<file path="src/rtl/mips_pkg.sv">
// Shared MIPS datapath constants and the register-file writeback entry type.
package mips_pkg;

   localparam int unsigned AW = 5;
   localparam int unsigned DW = 32;

   localparam logic [AW-1:0] REG_ZERO = 5'd0;

   typedef struct packed {
      logic [AW-1:0] addr;
      logic [DW-1:0] data;
      logic          kill;
   } wb_entry_t;

endpackage

</file>
<file path="src/rtl/wb_fifo.sv">
// Circular buffer of pending long-latency writebacks.
// Supports per-entry kill on address match and a live-address decode.
module wb_fifo #(
   parameter int unsigned DEPTH = 4,
   parameter int unsigned AW    = 5,
   parameter int unsigned DW    = 32
) (
   input  logic                      clk,
   input  logic                      rst,
   input  logic                      i_push,
   input  logic [AW-1:0]             i_push_addr,
   input  logic [DW-1:0]             i_push_data,
   input  logic                      i_pop,
   input  logic                      i_kill_en,
   input  logic [AW-1:0]             i_kill_addr,
   output logic [AW-1:0]             o_head_addr,
   output logic [DW-1:0]             o_head_data,
   output logic                      o_head_kill,
   output logic [2**AW-1:0]          o_pending,
   output logic [$clog2(DEPTH):0]    o_count,
   output logic                      o_full,
   output logic                      o_empty
);

   localparam int unsigned PW = $clog2(DEPTH);

   logic [AW-1:0]    r_addr [DEPTH];
   logic [DW-1:0]    r_data [DEPTH];
   logic [DEPTH-1:0] r_valid;
   logic [DEPTH-1:0] r_kill;
   logic [PW-1:0]    r_rptr;
   logic [PW-1:0]    r_wptr;
   logic [PW:0]      r_count;
   logic [2**AW-1:0] w_pending;

   // Payload needs no reset: occupancy is tracked by r_valid.
   always_ff @(posedge clk) begin
      if (i_push) begin
         r_addr[r_wptr] <= i_push_addr;
         r_data[r_wptr] <= i_push_data;
      end
   end

   always_ff @(posedge clk or posedge rst) begin
      if (rst) begin
         r_valid <= '0;
         r_kill  <= '0;
         r_rptr  <= '0;
         r_wptr  <= '0;
         r_count <= '0;
      end else begin
         for (int unsigned i = 0; i < DEPTH; i++) begin
            if (i_kill_en && r_valid[PW'(i)] && (r_addr[PW'(i)] == i_kill_addr))
               r_kill[PW'(i)] <= 1'b1;
         end
         if (i_pop) begin
            r_valid[r_rptr] <= 1'b0;
            r_kill[r_rptr]  <= 1'b0;
            r_rptr          <= r_rptr + 1'b1;
         end
         // The pushed slot is written last so a same-cycle kill never hits the younger entry.
         if (i_push) begin
            r_valid[r_wptr] <= 1'b1;
            r_kill[r_wptr]  <= 1'b0;
            r_wptr          <= r_wptr + 1'b1;
         end
         case ({i_push, i_pop})
            2'b10:   r_count <= r_count + 1'b1;
            2'b01:   r_count <= r_count - 1'b1;
            default: r_count <= r_count;
         endcase
      end
   end

   always_comb begin
      w_pending = '0;
      for (int unsigned i = 0; i < DEPTH; i++) begin
         if (r_valid[PW'(i)] && !r_kill[PW'(i)])
            w_pending[r_addr[PW'(i)]] = 1'b1;
      end
      w_pending[0] = 1'b0;
   end

   assign o_pending   = w_pending;
   assign o_head_addr = r_addr[r_rptr];
   assign o_head_data = r_data[r_rptr];
   assign o_head_kill = r_kill[r_rptr];
   assign o_count     = r_count;
   assign o_full      = (r_count == (PW+1)'(DEPTH));
   assign o_empty     = (r_count == '0);

endmodule

</file>
<file path="src/rtl/rf_write_arbiter.sv">
// Register-file write port owner: ALU writeback has priority, long-latency
// results are buffered and drained in idle ALU cycles, with WAW kill.
module rf_write_arbiter #(
   parameter int unsigned DEPTH = 4,
   parameter int unsigned AW    = mips_pkg::AW,
   parameter int unsigned DW    = mips_pkg::DW
) (
   input  logic                   clk,
   input  logic                   rst,
   input  logic                   alu_we,
   input  logic [AW-1:0]          alu_waddr,
   input  logic [DW-1:0]          alu_wdata,
   input  logic                   lu_valid,
   output logic                   lu_ready,
   input  logic [AW-1:0]          lu_waddr,
   input  logic [DW-1:0]          lu_wdata,
   output logic                   we,
   output logic [AW-1:0]          waddr,
   output logic [DW-1:0]          wdata,
   output logic [2**AW-1:0]       pending,
   output logic [$clog2(DEPTH):0] count,
   output logic                   full,
   output logic                   empty
);

   import mips_pkg::*;

   logic          w_alu_wr;
   logic          w_enq;
   logic          w_push;
   logic          w_pop;
   logic          w_full;
   logic          w_empty;
   logic          w_head_kill;
   logic [AW-1:0] w_head_addr;
   logic [DW-1:0] w_head_data;

   assign w_alu_wr = !rst && alu_we && (alu_waddr != AW'(REG_ZERO));
   assign lu_ready = !w_full && !rst;
   assign w_enq    = lu_valid && lu_ready;
   assign w_push   = w_enq && (lu_waddr != AW'(REG_ZERO));
   // A killed head drains silently even while the ALU owns the port.
   assign w_pop    = !w_empty && (w_head_kill || !w_alu_wr);

   wb_fifo #(
      .DEPTH (DEPTH),
      .AW    (AW),
      .DW    (DW)
   ) u_wb_fifo (
      .clk         (clk),
      .rst         (rst),
      .i_push      (w_push),
      .i_push_addr (lu_waddr),
      .i_push_data (lu_wdata),
      .i_pop       (w_pop),
      .i_kill_en   (w_alu_wr),
      .i_kill_addr (alu_waddr),
      .o_head_addr (w_head_addr),
      .o_head_data (w_head_data),
      .o_head_kill (w_head_kill),
      .o_pending   (pending),
      .o_count     (count),
      .o_full      (w_full),
      .o_empty     (w_empty)
   );

   always_comb begin
      we    = 1'b0;
      waddr = '0;
      wdata = '0;
      if (w_alu_wr) begin
         we    = 1'b1;
         waddr = alu_waddr;
         wdata = alu_wdata;
      end else if (!rst && !w_empty && !w_head_kill) begin
         we    = 1'b1;
         waddr = w_head_addr;
         wdata = w_head_data;
      end
   end

   assign full  = w_full;
   assign empty = w_empty;

endmodule

</file>
<file path="config.mk">
export PLATFORM = sky130hd
export DESIGN_NAME = rf_write_arbiter
export DESIGN_NICKNAME = d
export VERILOG_FILES = /design/src/rtl/mips_pkg.sv /design/src/rtl/wb_fifo.sv /design/src/rtl/rf_write_arbiter.sv
export SDC_FILE = /design/constraint.sdc
export NUM_CORES = 1
export LEC_CHECK = 0
export CAP_MARGIN = 30
export CORE_ASPECT_RATIO = 0.8
export CORE_MARGIN = 3
export CORE_UTILIZATION = 30
export CTS_CLUSTER_DIAMETER = 30
export DETAILED_ROUTE_END_ITERATION = 6
export PLACE_DENSITY = 0.5
export SYNTH_ARGS = -nofsm -noshare
export SYNTH_HDL_FRONTEND = slang
export SYNTH_SLANG_ARGS = --single-unit
</file>
<file path="constraint.sdc">
create_clock -name clk -period 6.9 [get_ports clk]
set_input_delay 1.035 -clock clk [delete_from_list [all_inputs] [get_ports clk]]
set_output_delay 1.035 -clock clk [all_outputs]
set_load 0.03 [all_outputs]
</file>
**After elaboration in Yosys (flattened, before gate mapping)**

Memory sizes are Yosys's and may differ from the RTL's.
Cells that the tools add are included.

- Bits in registers: 15
- Bits in writable memories: 148
- Input bits: 78
- Memories: 2

Memory list:

| memory | depth | width | rd ports | clocked after memory_dff | wr ports | RTL line | RTL |
|---|---|---|---|---|---|---|---|
| u_wb_fifo.r_data | 4 | 32 | 1 | 0 | 1 | wb_fifo.sv:28 | `logic [DW-1:0] r_data [DEPTH];` |
| u_wb_fifo.r_addr | 4 | 5 | 5 | 0 | 1 | wb_fifo.sv:27 | `logic [AW-1:0] r_addr [DEPTH];` |

- $add $sub $neg: 4
- $lt $le $gt $ge: 12
- Eq/ne operators: 7
- Muxes and demuxes: 35
- Bitwise logic cells: 9
- Reductions and logical operators: 40

Operators with widths:

| kind | count |
|---|---|
| $mux 32 | 6 |
| $or 32x32->32 | 3 |
| $logic_and 1x1->1 | 26 |
| $lt 5x6->1 const B | 4 |
| $demux 1 s5 | 4 |
| $eq 5x5->1 | 4 |
| $ge 5x1->1 const B | 4 |
| $mux 4 | 4 |
| $mux 1 | 15 |
| $and 4x4->4 | 3 |
| $mux 5 | 2 |
| $reduce_bool 5->1 | 2 |
| $logic_not 1->1 | 9 |
| $not 4->4 | 2 |
| $lt 2x3->1 const B | 2 |
| $pmux 3 s2 | 1 |
| $add 2x1->2 const B | 2 |
| $demux 1 s2 | 2 |
| $ge 2x1->1 const B | 2 |
| $or 4x4->4 | 1 |
| $add 3x1->3 const B | 1 |
| $eq 3x3->1 const B | 1 |
| $logic_not 3->1 | 1 |
| $sub 3x1->3 const B | 1 |
| 5 further kinds | 5 |

**Depth between registers and ports, before layout**

Gate-level depths: netlist of the first run.
An unclocked memory read counts as a cell.

- Word-level depth: 12
- Depth in mapped cells: 11
- Gate-level depth less buffers: 10

**Hierarchy**

Synthesis of the first run repeated with hierarchy kept, for this count alone.

- Cells, all modules: 608
- Area total of the unflattened synthesis: 8262.9 sq um

Modules (own cells, without submodules):

| module | times used | cells each | area an instance (sq um) | seq. area each (sq um) |
|---|---|---|---|---|
| wb_fifo | 1 | 465 | 7512.2 | 4819.6 |
| rf_write_arbiter | 1 | 143 | 750.7 | 0.0 |

**Least setup slack after synthesis of the first run**

Ideal clock, no wire load.

- Path kind: in2out
- Start: in alu_waddr[3]
- End: out waddr[2]
- Arrival: 2494 ps
- Setup slack: 3371 ps
- Cell stages on the path: 5
- Buffers on the path: 1
- Cells stage by stage: buf_2 nor3_1 a21boi_1 or4_1 o21ai_1

- Word-level cells in the longest chain between the ends: 3

RTL lines:

| item | RTL line | RTL |
|---|---|---|
| from (decl) | rf_write_arbiter.sv:11 | `input logic [AW-1:0] alu_waddr,` |
| $reduce_bool 5->1 | rf_write_arbiter.sv:38 | `assign w_alu_wr = !rst && alu_we && (alu_waddr != AW'(REG_ZERO));` |
| $logic_and 1x1->1 | rf_write_arbiter.sv:38 |  |
| $mux 5 | rf_write_arbiter.sv:71 | `if (w_alu_wr) begin` |
| to (decl) | rf_write_arbiter.sv:18 | `output logic [AW-1:0] waddr,` |

No other way between the ends.

**Worst setup path after layout of the first run**

- Start: in rst
- End: out wdata[7]

- Word-level cells in the longest chain between the ends: 5

RTL lines:

| item | RTL line | RTL |
|---|---|---|
| from (decl) | rf_write_arbiter.sv:9 | `input logic rst,` |
| $logic_not 1->1 (no source line) * | n/a |  |
| $logic_and 1x1->1 (2 in a row) | rf_write_arbiter.sv:75 | `end else if (!rst && !w_empty && !w_head_kill) begin` |
| $mux 32 | rf_write_arbiter.sv:75 |  |
| $mux 32 * | rf_write_arbiter.sv:71 |  |
| to (decl) | rf_write_arbiter.sv:19 | `output logic [DW-1:0] wdata,` |

Every way passes the cells marked *; elsewhere a longest branch is shown, timed or not.

==> results.cfg, run 1 <==
[outcome]
status = finished, final reports clean

[clock_network]
cts-resized-gates = 0
clk_latency_ns = 0.42
cts_tree = yes
max-clock-path-buffers = 2
path_clk_slew_ns = 0.07
root_buffer = clkbuf_16
numCtsBuffers = 17
clock-sinks = 163
cts.htree.levels = 4
ctsHoldBuffers = 0
post-cts-setup-buffers = 0

[floorplanning]
start_util = 0.3068
ios = 154
die_w_um = 189.7
fp.dieH_um = 152.9
rows = 53
core_area_um2 = 26390
die_area_um2 = 29010

[yosys]
ys_warn_count = 0
synth_cell_types = 53
synth.most_common_cell = edfxtp_1
synth_top_area_cell = edfxtp_1
syn_area_um2 = 8097
synth_top_area_frac = 0.5489
synthTopCellsByArea = edfxtp_1, mux4_2, dfrtp_1
synth-edff-count = 148
synth.top_cells.by_count = edfxtp_1, nor2_1, mux4_2
ys_async_sr_fraction = 0.09202
synth_cells = 565
synth_area_per_cell_um2 = 14.33
ys_seq_area_frac = 0.5953
ys.flop_type = edfxtp_1
ys_seq_elements = 163
synth_nets = 653

[setup_path]
r2r_end = u_wb_fifo.o_count[2]$_DFFE_PP0P_
r2r_slack_ns = 4.13
critPathMaxStageDelay_ns = 0.67
critPathSlowestCell = clkdlybuf4s50_1
crit_chain = clkdlybuf4s50_1, nor2b_1, a21boi_4, buf_4, mux2i_1, nor2_1, clkdlybuf4s50_1
timing.critical_path.arrival_ns = 3.79
reg2reg_depth = 10
path_common_cell = clkdlybuf4s50_1
crit_fanout = 40
path_depth = 7
r2r_start = u_wb_fifo.o_count[0]$_DFFE_PP0P_
end_kind = output pin
crit_family = buffers and inverters
cp.buffers_inverters = 3
critPathLaunchType = primary input
required_ns = 5.86
critPathKind = in -> out

[drt]
drtIter0Drc = 486
firstDrtPassIters = 5
routed_via_density = 5.325
wl_per_cell_um = 21.47
met2_length_mm = 10.91
highest_layer = met5
drt-met1-wl_mm = 10.15
drtAntennaViolNets = 0
vias = 5724
drcViolationCount = 0
dr_wl_met3_mm = 1.679
wl_mm = 23.08

[grt]
grt_pass1_vias = 5774
grt_pass1_wl_mm = 35.13
antenna_found_initial = 2
grt_start_max_net_pins = 42
track_usage = 0.1597
grt_remaining_overflow = 0

[sta]
fmax_mhz = 207.3
slew_viol_final = 0
rsz0062_at_grt = no
skew_ns = 0.01077
slew-limit-headroom = 0.2500
fin_crit_sh = 0.6992
setup_violations = 0
finalHoldViolCount = 0
finalCriticalPeriod_ns = 4.824
tightest_slew_ns = 1.116
fin_setup_tns_ns = 0

[placed_design]
io_buffers = 152
dp.final_hpwl_mm = 15.69
dp.cells = 1044
place.gp.congestion = 0.8285

[final_layout]
stdcell_count = 1075
antennaDiodeCount = 0
syn_to_final_growth_pct = 31.22
drive_gt1_frac = 0.1323
nets = 794

[power]
irDropWorstVdd_v = 0.0001989
power_density_nw_per_um2 = 328.2
p_leak_nw = 3.490

[job]
maxCapViolCount = 0

[hold_path]
min_to = u_wb_fifo.o_count[2]$_DFFE_PP0P_
holdPathStages = 1
hold_path_class = reg -> reg
min_from = u_wb_fifo.o_count[2]$_DFFE_PP0P_
[metrics by stage]
| stage | setup slack [ns] | hold slack [ns] | utilization | cell area, um^2 | power (mW) |
|---|---|---|---|---|---|
| final | 2.076 | 0.5253 | 0.4025 | 10620 | 3.486 |
| after global placement | 1.968 | 0.5044 | 0.3765 | 9936 | 2.582 |
| after floorplan | 3.371 | 0.5572 | - | 8097 | 2.128 |
| after detailed placement | 2.074 | 0.5143 | 0.3811 | 10060 | 2.620 |
| after CTS | 2.068 | 0.5286 | 0.4025 | 10620 | 3.538 |
| after global routing | 1.881 | 0.5481 | 0.4025 | 10620 | 3.676 |
[cell type report]
| class | instances | area [um^2] |
|---|---|---|
| inverters | 25 | 93.84 |
| flip-flops and latches | 163 | 4822 |
| repair buffers | 162 | 1682 |
| clock inverters | 14 | 140.1 |
| clock buffers | 17 | 425.4 |
| fillers | 2504 | 15770 |
| multi-input cells | 337 | 3014 |
| well taps | 357 | 446.7 |
[sequential cells by signal, indices dropped and copies added (netlist names)]
signal	count
u_wb_fifo.r_rptr	2
u_wb_fifo.r_addr	20
u_wb_fifo.r_valid	4
u_wb_fifo.r_data	128
u_wb_fifo.r_wptr	2
u_wb_fifo.r_kill	4
u_wb_fifo.o_count	3
[cell usage in the layout (no fill, tap or decap), types with 8 or more instances in the layout]
cell,netlist,routed
nor3_1,11,11
edfxtp_1,148,148
nand3b_1,8,8
nor2_1,53,53
inv_6,0,8
a31oi_1,8,8
xor2_1,18,18
dfrtp_1,15,13
mux4_2,38,38
clkbuf_16,0,17
nor3b_1,8,8
o221ai_1,19,19
nand3_1,8,8
a22oi_1,26,26
clkdlybuf4s50_1,0,152
mux2i_1,36,36
nand2_1,18,18
ha_1,9,9
inv_1,22,18
[cell families after synthesis]
| kind of cell | Yosys count | synth area share |
|---|---|---|
| flip-flops | 163 | 0.5953 |
| adder cells (fa/ha/maj) | 10 | 0.01638 |
| multiplexers | 75 | 0.1516 |
| AO/OA/AOI/OAI | 86 | 0.08299 |
| other | 1 | 0.0004632 |
| buffers and inverters | 65 | 0.03431 |
| XOR/XNOR | 25 | 0.02704 |
| AND/OR/NAND/NOR | 140 | 0.09195 |
[routing by layer]
layer	vias up	track usage
li1	2509	-
met1	2913	0.2213
met2	263	0.2541
met3	35	0.03829
met4	4	0.03976
met5	-	0
[how the worst max path moves through the flow]
stage / start / end / slack [ns]
floorplan: alu_waddr[3] / waddr[2] / 3.37
global placement: alu_waddr[2] / wdata[11] / 1.97
detailed placement: rst / wdata[7] / 2.07
CTS: rst / wdata[7] / 2.07
global route: rst / wdata[14] / 1.88
finish: rst / wdata[7] / 2.08
[power by group]
part / switching [mW] / leakage, nW / internal, mW
clock: 0.401 / 0.269 / 0.505
combinational: 0.724 / 1.69 / 0.574
sequential: 0.0771 / 1.53 / 1.21
total: 1.20 / 3.49 / 2.28
No activity file was read; power rests on OpenSTA's default activity.
==> run 2, diff against run 1 <==
clock period = 4.46 ns   (was 6.9 ns; I/O delays follow)
==> run 2 against run 1 <==
Cell count increased by 0.28%. Critical path depth did not move. Global-route usage increased by 0.092 points. Combinational power increased by 55%. First-iteration DRC count rose by 14%. Die area unchanged. Largest cell class unchanged. Clock skew rose by 0.00097 ns. Wire length is 0.58% higher. Power up 58%. Register-to-register slack worse by 2.4 ns. Flip-flop and latch count did not move. Highest routed layer unchanged. Worst setup slack got worse by 1.5 ns.
==> results.cfg, run 2 (synthesis results as in run 1) <==
[power]
irDropWorstVdd_v = 0.0003264
power_density_nw_per_um2 = 515.0
p_leak_nw = 3.525
power_frac_comb = 0.365
power_frac_seq = 0.361
swShare = 0.3304
intPower_mw = 3.683
p_sw_mw = 1.817
clkPwrFrac = 0.274

[sta]
finalWorstSetupSlack_ns = 0.5322
finalHoldViolCount = 0
skew_ns = 0.01174
finalCriticalPeriod_ns = 3.928
fmax_mhz = 254.6
tightest_slew_ns = 1.060
slew-limit-headroom = 0.2879
fin_setup_tns_ns = 0
fin_crit_sh = 0.8807
slew_viol_final = 0
rsz0062_at_grt = no
setup_violations = 0

[grt]
track_usage = 0.1606
gr-usage-met2 = 0.2497
grt_start_max_net_pins = 42
busiest_layer = met2
grt_remaining_overflow = 0
antenna_found_initial = 2
grt_pass1_wl_mm = 35.23
grt.met3_usage = 0.03806
grt_pass1_vias = 5712
grtUsageMet1 = 0.2262

[final_layout]
drive_gt1_frac = 0.1331
largest_register_ffs = 128
syn_to_final_growth_pct = 31.88
top_regs = u_wb_fifo.r_data (128), u_wb_fifo.r_addr (20)
top_register = u_wb_fifo.r_data
nFillCells = 2498
multi_input_area_um2 = 3014
antennaDiodeCount = 0
layout_common_cells = clkdlybuf4s50_1, edfxtp_1, nor2_1
regArea_um2 = 4822
layout_commonest_cell = clkdlybuf4s50_1
nets = 797

[clock_network]
path_clk_slew_ns = 0.06
root_buffer = clkbuf_16
clock-sinks = 163
ctsHoldBuffers = 0
cts.htree.levels = 4
cts_tree = yes
cts-resized-gates = 0
numCtsBuffers = 17
post-cts-setup-buffers = 0
max-clock-path-buffers = 2
clk_latency_ns = 0.41

[outcome]
status = finished, final reports clean

[hold_path]
hold_path_class = reg -> reg

[floorplanning]
fp.dieH_um = 152.9
die_area_um2 = 29010
core_area_um2 = 26390
ios = 154
start_util = 0.3068
die_w_um = 189.7
rows = 53

[drt]
routed_via_density = 5.249
firstDrtPassIters = 6
drtAntennaViolNets = 0
drtIter0Drc = 552
vias = 5658
wl_per_cell_um = 21.53
drcViolationCount = 0
wl_mm = 23.21

[placed_design]
place.gp.congestion = 0.8819
dp_slack_ns = 0.5331
dp.final_hpwl_mm = 16.06
io_buffers = 152

[setup_path]
critPathLaunchType = primary input
r2r_slack_ns = 1.72
required_ns = 3.79
end_kind = output pin
critPathKind = in -> out
timing.critical_path.arrival_ns = 3.26
crit_fanout = 28

[job]
maxCapViolCount = 0
==> run 2: cell types whose count changed in the layout (fill, tap and decap cells not counted), sizes merged <==
| cell | previous run | this run |
|---|---|---|
| bufinv | 1 | 4 |
| inv | 32 | 27 |
| clkinv | 3 | 6 |
| clkinvlp | 3 | 2 |
| buf | 10 | 13 |
==> run 2: final timing paths <==
path                                                   from                          endpoint  depth (start not counted)
setup / recovery                               alu_waddr[2]                         wdata[17]                          7
hold reg to reg            u_wb_fifo.o_count[2]$_DFFE_PP0P_  u_wb_fifo.o_count[2]$_DFFE_PP0P_                          1
setup reg to reg           u_wb_fifo.o_count[0]$_DFFE_PP0P_  u_wb_fifo.o_count[2]$_DFFE_PP0P_                         10
min in group asynchronous                               rst     u_wb_fifo.r_kill[1]$_DFF_PP0_                          4
max in group asynchronous                               rst   u_wb_fifo.r_rptr[1]$_DFFE_PP0N_                          4
hold / removal             u_wb_fifo.o_count[2]$_DFFE_PP0P_  u_wb_fifo.o_count[2]$_DFFE_PP0P_                          1
==> run 2: layout make-up <==
cell class / count / area share
multi-input cells: 337 / 0.2823
flip-flops and latches: 163 / 0.4516
repair buffers: 165 / 0.1584
inverters: 25 / 0.008788
well taps: 357 / 0.04183
clock buffers: 17 / 0.03984
clock inverters: 14 / 0.01723
==> run 2: critical path, cell delays in order <==
cell and delay (ns):
clkdlybuf4s50_1 0.56, nor3_1 0.44, a21boi_1 0.21, o21ai_4 0.45
buf_12 0.24, nor2_1 0.07, clkdlybuf4s50_1 0.60
==> run 2: power by group through the flow <==
stage | logic [mW] | clock network (mW) | registers, mW
floorplan | 1.30 | 0 | 1.99
global placement | 2.02 | 0 | 2.00
detailed placement | 2.04 | 0 | 2.02
CTS | 2.05 | 1.54 | 1.98
global route | 2.17 | 1.62 | 2.00
finish | 2.01 | 1.51 | 1.98
==> run 2: layer usage <==
| layer | wire (um) | part of all wire | vias up |
|---|---|---|---|
| met5 | 27 | 0.0012 | - |
| met4 | 364 | 0.016 | 4 |
| met3 | 1667 | 0.072 | 33 |
| met2 | 10690 | 0.46 | 270 |
| met1 | 10460 | 0.45 | 2825 |
| li1 | - | - | 2526 |
==> run 2: metrics by stage <==
| stage | total power, mW | cell area, um^2 | hold WS, ns | util | std cells |
|---|---|---|---|---|---|
| 3_5_place_dp | 4.057 | 10070 | 0.5429 | 0.3815 | 1047 |
| 4_1_cts | 5.571 | 10680 | 0.5535 | 0.4046 | 1078 |
| 5_1_grt | 5.790 | 10680 | 0.6010 | 0.4046 | 1078 |
| 2_1_floorplan | 3.292 | 8097 | 0.5572 | - | 565 |
| 6_report | 5.499 | 10680 | 0.5516 | 0.4046 | 1078 |
| 3_3_place_gp | 4.026 | 10060 | 0.5030 | 0.3813 | 1046 |
==> run 3, diff against run 2 <==
CTS_CLUSTER_DIAMETER = 200   (was 30)
==> results of run 3 <==
Same layout as run 2: the final DEF is identical, and so are final timing and power.
